$ cat src/rtl/bus_arbiter_pkg.sv
// Shared types and defaults for the serial-bus arbiter.
package bus_arb_pkg;

    typedef enum logic {
        IDLE = 1'b0,
        BUSY = 1'b1
    } arb_state_e;

    localparam int DEFAULT_NUM_INIT       = 2;
    localparam int DEFAULT_TIMEOUT_CYCLES = 64;

    // Index width for n ports; never narrower than one bit.
    function automatic int id_width(input int n);
        return (n <= 2) ? 1 : $clog2(n);
    endfunction

endpackage

$ cat src/rtl/bus_arbiter_if.sv
// Initiator/target handshake lines seen by the arbiter.
// The master side drives requests and target responses.
// The slave side is the arbiter itself.
interface bus_arbiter_if #(
    parameter int NUM_INIT = 2,
    parameter int ID_W     = 1
);
    logic [NUM_INIT-1:0] arbiter_req;
    logic [NUM_INIT-1:0] arbiter_grant;
    logic                bus_busy;
    logic [ID_W-1:0]     owner_id;
    logic                target_ack;
    logic                target_split;
    logic                split_release;
    logic                split_pending;
    logic [ID_W-1:0]     split_id;
    logic                timeout;
    logic                split_overflow;

    modport master (
        output arbiter_req, target_ack, target_split, split_release,
        input  arbiter_grant, bus_busy, owner_id, split_pending, split_id,
               timeout, split_overflow
    );

    modport slave (
        input  arbiter_req, target_ack, target_split, split_release,
        output arbiter_grant, bus_busy, owner_id, split_pending, split_id,
               timeout, split_overflow
    );
endinterface

$ cat src/rtl/bus_arbiter_rr_pick.sv
// Combinational round-robin picker: the first requesting index at or after
// ptr wins, wrapping to the lowest requester when nothing sits above ptr.
module rr_pick #(
    parameter int N  = 2,
    parameter int IW = 1
) (
    input  logic [N-1:0]  req,
    input  logic [IW-1:0] ptr,
    output logic [N-1:0]  grant,
    output logic [IW-1:0] idx,
    output logic          valid
);
    logic [N-1:0] upper;
    logic [N-1:0] pool;

    // Requests at or above the pointer take precedence over wrapped ones.
    for (genvar gi = 0; gi < N; gi++) begin : g_upper
        assign upper[gi] = req[gi] && (IW'(gi) >= ptr);
    end

    assign pool  = (|upper) ? upper : req;
    assign valid = |req;

    // Lowest set bit of the selected pool is the winner.
    always_comb begin
        idx = '0;
        for (int i = N - 1; i >= 0; i--) begin
            if (pool[i]) begin
                idx = IW'(i);
            end
        end
        grant = valid ? (N'(1) << idx) : '0;
    end

endmodule

$ cat src/rtl/bus_arbiter.sv
// Serial-bus arbiter: round-robin grants, split parking with priority
// resume, and an optional per-grant watchdog.
module bus_arbiter
    import bus_arb_pkg::*;
#(
    parameter int NUM_INIT       = DEFAULT_NUM_INIT,
    parameter int TIMEOUT_CYCLES = DEFAULT_TIMEOUT_CYCLES,
    parameter int ID_W           = id_width(NUM_INIT)
) (
    input logic        clk,
    input logic        rst,
    bus_arbiter_if.slave bus
);
    localparam int              WD_W    = (TIMEOUT_CYCLES < 1) ? 1 : $clog2(TIMEOUT_CYCLES + 1);
    localparam logic [ID_W-1:0] LAST_ID = ID_W'(NUM_INIT - 1);

    arb_state_e          state_reg;
    logic [NUM_INIT-1:0] grant_reg;
    logic [ID_W-1:0]     owner_reg;
    logic [ID_W-1:0]     split_id_reg;
    logic [ID_W-1:0]     rr_ptr_reg;
    logic                busy_reg;
    logic                split_pending_reg;
    logic                split_resume_reg;
    logic                timeout_reg;
    logic                overflow_reg;
    logic [WD_W-1:0]     wd_cnt_reg;

    logic [NUM_INIT-1:0] park_mask;
    logic [NUM_INIT-1:0] eligible;
    logic [NUM_INIT-1:0] pick_grant;
    logic [ID_W-1:0]     pick_idx;
    logic                pick_valid;
    logic                resume_go;
    logic                wd_expire;
    logic [WD_W-1:0]     wd_next;

    function automatic logic [ID_W-1:0] inc_id(input logic [ID_W-1:0] i);
        return (i == LAST_ID) ? '0 : i + ID_W'(1);
    endfunction

    // A parked initiator is hidden from normal arbitration until resumed.
    for (genvar gi = 0; gi < NUM_INIT; gi++) begin : g_mask
        assign park_mask[gi] = split_pending_reg && !split_resume_reg &&
                               (split_id_reg == ID_W'(gi));
    end

    assign eligible  = bus.arbiter_req & ~park_mask;
    assign resume_go = split_pending_reg && split_resume_reg && bus.arbiter_req[split_id_reg];
    assign wd_next   = wd_cnt_reg + WD_W'(1);
    assign wd_expire = (TIMEOUT_CYCLES != 0) && (wd_next == WD_W'(TIMEOUT_CYCLES));

    rr_pick #(
        .N  (NUM_INIT),
        .IW (ID_W)
    ) u_pick (
        .req   (eligible),
        .ptr   (rr_ptr_reg),
        .grant (pick_grant),
        .idx   (pick_idx),
        .valid (pick_valid)
    );

    // Grant/release FSM; every output is a register updated here.
    always_ff @(posedge clk) begin
        if (rst) begin
            state_reg         <= IDLE;
            grant_reg         <= '0;
            owner_reg         <= '0;
            busy_reg          <= 1'b0;
            split_pending_reg <= 1'b0;
            split_id_reg      <= '0;
            split_resume_reg  <= 1'b0;
            rr_ptr_reg        <= '0;
            wd_cnt_reg        <= '0;
            timeout_reg       <= 1'b0;
            overflow_reg      <= 1'b0;
        end else begin
            timeout_reg  <= 1'b0;
            overflow_reg <= 1'b0;

            // Resume requests latch until the parked initiator is granted.
            if (split_pending_reg && bus.split_release) begin
                split_resume_reg <= 1'b1;
            end

            case (state_reg)
                IDLE: begin
                    wd_cnt_reg <= '0;
                    if (resume_go) begin
                        grant_reg         <= NUM_INIT'(1) << split_id_reg;
                        owner_reg         <= split_id_reg;
                        busy_reg          <= 1'b1;
                        state_reg         <= BUSY;
                        rr_ptr_reg        <= inc_id(split_id_reg);
                        split_pending_reg <= 1'b0;
                        split_id_reg      <= '0;
                        split_resume_reg  <= 1'b0;
                    end else if (pick_valid) begin
                        grant_reg  <= pick_grant;
                        owner_reg  <= pick_idx;
                        busy_reg   <= 1'b1;
                        state_reg  <= BUSY;
                        rr_ptr_reg <= inc_id(pick_idx);
                    end
                end
                BUSY: begin
                    wd_cnt_reg <= wd_next;
                    if (bus.target_split || bus.target_ack ||
                        !bus.arbiter_req[owner_reg] || wd_expire) begin
                        grant_reg  <= '0;
                        owner_reg  <= '0;
                        busy_reg   <= 1'b0;
                        wd_cnt_reg <= '0;
                        state_reg  <= IDLE;
                        if (bus.target_split) begin
                            if (!split_pending_reg) begin
                                split_pending_reg <= 1'b1;
                                split_id_reg      <= owner_reg;
                            end else begin
                                overflow_reg <= 1'b1;
                            end
                        end else if (!bus.target_ack && bus.arbiter_req[owner_reg]) begin
                            timeout_reg <= 1'b1;
                        end
                    end
                end
                default: state_reg <= IDLE;
            endcase
        end
    end

    assign bus.arbiter_grant  = grant_reg;
    assign bus.bus_busy       = busy_reg;
    assign bus.owner_id       = owner_reg;
    assign bus.split_pending  = split_pending_reg;
    assign bus.split_id       = split_id_reg;
    assign bus.timeout        = timeout_reg;
    assign bus.split_overflow = overflow_reg;

endmodule

$ cat src/flat_wrapper.sv
// flat-port wrapper written by rule: the top's interface ports become plain ports
module bus_arbiter_flat import bus_arb_pkg::*;
#(
    parameter int NUM_INIT       = DEFAULT_NUM_INIT,
    parameter int TIMEOUT_CYCLES = DEFAULT_TIMEOUT_CYCLES,
    parameter int ID_W           = id_width(NUM_INIT)
)
  (clk, rst, bus_arbiter_req, bus_target_ack, bus_target_split, bus_split_release, bus_arbiter_grant, bus_bus_busy, bus_owner_id, bus_split_pending, bus_split_id, bus_timeout, bus_split_overflow);
  bus_arbiter_if #(.NUM_INIT(NUM_INIT), .ID_W(ID_W)) bus_i ();
  input logic clk;
  input logic rst;
  input wire logic [$bits(bus_i.arbiter_req)-1:0] bus_arbiter_req;
  input wire logic [$bits(bus_i.target_ack)-1:0] bus_target_ack;
  input wire logic [$bits(bus_i.target_split)-1:0] bus_target_split;
  input wire logic [$bits(bus_i.split_release)-1:0] bus_split_release;
  output wire logic [$bits(bus_i.arbiter_grant)-1:0] bus_arbiter_grant;
  output wire logic [$bits(bus_i.bus_busy)-1:0] bus_bus_busy;
  output wire logic [$bits(bus_i.owner_id)-1:0] bus_owner_id;
  output wire logic [$bits(bus_i.split_pending)-1:0] bus_split_pending;
  output wire logic [$bits(bus_i.split_id)-1:0] bus_split_id;
  output wire logic [$bits(bus_i.timeout)-1:0] bus_timeout;
  output wire logic [$bits(bus_i.split_overflow)-1:0] bus_split_overflow;
  assign bus_i.arbiter_req = bus_arbiter_req;
  assign bus_i.target_ack = bus_target_ack;
  assign bus_i.target_split = bus_target_split;
  assign bus_i.split_release = bus_split_release;
  assign bus_arbiter_grant = bus_i.arbiter_grant;
  assign bus_bus_busy = bus_i.bus_busy;
  assign bus_owner_id = bus_i.owner_id;
  assign bus_split_pending = bus_i.split_pending;
  assign bus_split_id = bus_i.split_id;
  assign bus_timeout = bus_i.timeout;
  assign bus_split_overflow = bus_i.split_overflow;
  bus_arbiter #(.NUM_INIT(NUM_INIT), .TIMEOUT_CYCLES(TIMEOUT_CYCLES), .ID_W(ID_W)) u_core (.clk(clk), .rst(rst), .bus(bus_i));
endmodule
$ cat config.mk
export PLATFORM = sky130hd
export DESIGN_NAME = bus_arbiter_flat
export DESIGN_NICKNAME = d
export VERILOG_FILES = /design/src/rtl/bus_arbiter_pkg.sv /design/src/rtl/bus_arbiter_if.sv /design/src/rtl/bus_arbiter_rr_pick.sv /design/src/rtl/bus_arbiter.sv /design/src/flat_wrapper.sv
export SDC_FILE = /design/constraint.sdc
export NUM_CORES = 1
export LEC_CHECK = 0
export CAP_MARGIN = 20
export CELL_PAD_IN_SITES_DETAIL_PLACEMENT = 0
export CELL_PAD_IN_SITES_GLOBAL_PLACEMENT = 1
export CORE_MARGIN = 1.5
export CORE_UTILIZATION = 30
export DETAILED_ROUTE_END_ITERATION = 6
export PLACE_DENSITY_LB_ADDON = 0.1
export SYNTH_ARGS = -nofsm -noshare
export SYNTH_HDL_FRONTEND = slang
export SYNTH_SLANG_ARGS = --single-unit
$ cat constraint.sdc
create_clock -name clk -period 1.9 [get_ports clk]
set_input_delay 0.285 -clock clk [delete_from_list [all_inputs] [get_ports clk]]
set_output_delay 0.285 -clock clk [all_outputs]
set_load 0.1 [all_outputs]
==> out/results.ini <==
[layout]
diodes=0
syn2layout_area_growth_pct=33.5
finalNetCount=122
drive_gt1_share_pct=25.9
mostFrequentLayoutCells=buf_4 (19), dfxtp_1 (14), nor2_1 (10), nor3_1 (6), clkdlybuf4s50_1 (6)
largest_register_ff_count=7
fill_cells=269
final_common_cell=buf_4

[critical_path]
r2r_start=u_core.wd_cnt_reg[0]$_SDFF_PP0_
cp_data_required_time_ns=2.09
crit_path_end=u_core.bus.bus_busy$_SDFFE_PP0P_
critical_path.max_stage_delay_ns=0.38
crit_chain=ha_1, and3_1, nor3_1, a31oi_1, o21ai_0, a221oi_1
rr_worst_depth=6
setup.worst_path.end_class=flop
timing.reg2reg.setup_slack_ns=0.20
crit_buf_inv=0
r2r-end=u_core.bus.bus_busy$_SDFFE_PP0P_
crit_arrival_ns=1.90
critPathLaunch=u_core.wd_cnt_reg[0]$_SDFF_PP0_
start_kind=flop
crit_slowest_cell=dfxtp_1
cp.depth=6
cp_max_fo=4
path_class=reg2reg
cp_top_family=compound AO/OA/AOI/OAI gates

[power]
irDropWorstVdd_mv=0.333
p_int_mw=0.507
power_frac_comb_pct=22.0
powerDensity_nw_per_um2=708
netSwitchingPower_mw=0.233
switching_share_pct=31.5
p_total_mw=0.741
p_clk_share_pct=25.4
pwr-share-seq_pct=52.6
p_leak_nw=0.395

[grt]
grt_pass1_vias=665
grt_pass1_wl_microns=2820
grt_usage_pct=13.6
grt_remaining_overflow=0
antenna_found_initial=0
grt_max_degree=10

[route]
ant_nets=0
drtIter0Drc=10
met1Wirelength_microns=763
drt_wl_total_microns=1650
firstDrtPassIters=3
wl_per_cell_microns=11.6
vias=691
drc=0
dr_wl_met2_microns=809
highest_layer=met4
wl_met3_microns=62
vias_per_cell=4.87

[clocking]
clk_pin_slew_ns=0.10
cts_tree=yes
ctsHoldBuffers=0
cts_root_buf=clkbuf_4
clock_sinks=17
clock_path_buffers=2
numCtsBuffers=3
cts_max_level=1
clk-insertion-delay-late_ns=0.28

[logic_synthesis]
syn_nets=94
synth-warning-count=0
syn_area_sq_um=783
dominantRegCellSynth=dfxtp_1
seq_area_frac_synth_pct=43.5
synth_seq_cells=17
async_flop_share_pct=0
avgSynthCellArea_sq_um=9.21
synth_edf_count=0
ys_types=33
netlist_instances=85

[timing]
slew_viol_final=0
worstMarginPinSlew_ns=0.407
setup_viol=0
relSlewSlack_pct=72.6
max_freq_ghz=0.587
setup_tns_ns=0
finalHoldViolCount=0
fin_skew_ns=0.00523
rsz0062_at_grt=no
period_share_pct=89.7
min_period_ns=1.70

[floorplanning]
row_count=18
die_y_microns=54.1
die-area_sq_um=2930
ios=15
start_util_pct=31.6
fp.dieW_microns=54.1
core_area_sq_um=2480

[outcome]
status=completed

[hold_path]
hold_path.class=reg2reg

[placement]
dp.final_hpwl_microns=1270
port_buffers=14
gp_congestion=0.639

[flow_run]
drv_cap=0

[power by group through the flow]
stage                     clock [mW]  combinational, mW  sequential (mW)
final                          0.188              0.163            0.390
after global routing           0.218              0.173            0.393
after CTS                      0.202              0.164            0.390
after detailed placement           0              0.163            0.398
after global placement             0              0.162            0.398
after floorplan                    0             0.0530            0.455
[layout make-up]
cell class	count	area [sq um]	share of cell area, %
multi-input combinational	62	420	40.2
timing repair buffer	25	203	19.4
sequential	17	344	32.9
tap	30	37.5	3.59
inverter	4	15.0	1.44
clock buffer	4	26.3	2.51
[repair_timing]
item                       CTS  global route
setup buffers                0             0
setup endpoints to repair    0             1
resized for setup            0             1
[kinds of logic after synthesis]
family | share of synthesized area (%)
AOI/OAI and AO/OA | 16.6
DFF | 43.5
adders and majority gates | 3.19
xor gates and xnor gates | 6.71
buffers and inverters | 3.35
and+or+nand+nor | 21.6
muxes | 5.11
[worst min-delay path by stage]
stage | from | end | slack [ns] | depth (start not counted)
final | u_core.bus.bus_busy$_SDFFE_PP0P_ | u_core.bus.bus_busy$_SDFFE_PP0P_ | 0.48 | 2
after global placement | u_core.bus.bus_busy$_SDFFE_PP0P_ | u_core.bus.bus_busy$_SDFFE_PP0P_ | 0.46 | 2
after floorplan | u_core.wd_cnt_reg[0]$_SDFF_PP0_ | u_core.wd_cnt_reg[0]$_SDFF_PP0_ | 0.44 | 1
after CTS | u_core.bus.bus_busy$_SDFFE_PP0P_ | u_core.bus.bus_busy$_SDFFE_PP0P_ | 0.49 | 2
after detailed placement | u_core.bus.bus_busy$_SDFFE_PP0P_ | u_core.bus.bus_busy$_SDFFE_PP0P_ | 0.47 | 2
after global routing | u_core.bus.bus_busy$_SDFFE_PP0P_ | u_core.bus.bus_busy$_SDFFE_PP0P_ | 0.51 | 2
[synthesized netlist by cell type, drive strengths merged, types with 3 or more instances]
cell type | number | share of area, %
a21oi | 4 | 2.6
dfxtp | 17 | 43
inv | 4 | 1.9
mux2i | 4 | 5.1
nand2 | 4 | 1.9
nand2b | 3 | 2.4
nor2 | 10 | 4.8
nor3 | 6 | 3.8
xnor2 | 3 | 3.4
xor2 | 3 | 3.4
[stage by stage]
stage / cell area, sq um / util, % / hold WS, ns / setup WS [ns] / cells
6_report: 1050 / 42.2 / 0.478 / 0.196 / 142
5_1_grt: 1050 / 42.2 / 0.509 / 0.00352 / 142
4_1_cts: 1040 / 42.1 / 0.487 / 0.0280 / 142
3_5_place_dp: 1020 / 41.0 / 0.472 / -0.0207 / 138
3_3_place_gp: 1020 / 41.0 / 0.463 / -0.0439 / 138
2_1_floorplan: 787 / - / 0.441 / 0.0860 / 85
[worst reg2reg max path, stage by stage (launching register included)]
cell and delay (ns):
dfxtp_1 0.38, ha_1 0.20, and3_1 0.20, nor3_1 0.06, a31oi_1 0.27, o21ai_0 0.19
a221oi_1 0.32
[layer usage]
layer | vias up | track usage [%]
li1 | 358 | -
met1 | 322 | 16.2
met2 | 9 | 23.4
met3 | 2 | 2.50
met4 | 0 | 6.25
met5 | - | 0
Note: power is estimated with default switching activity, not from simulation.
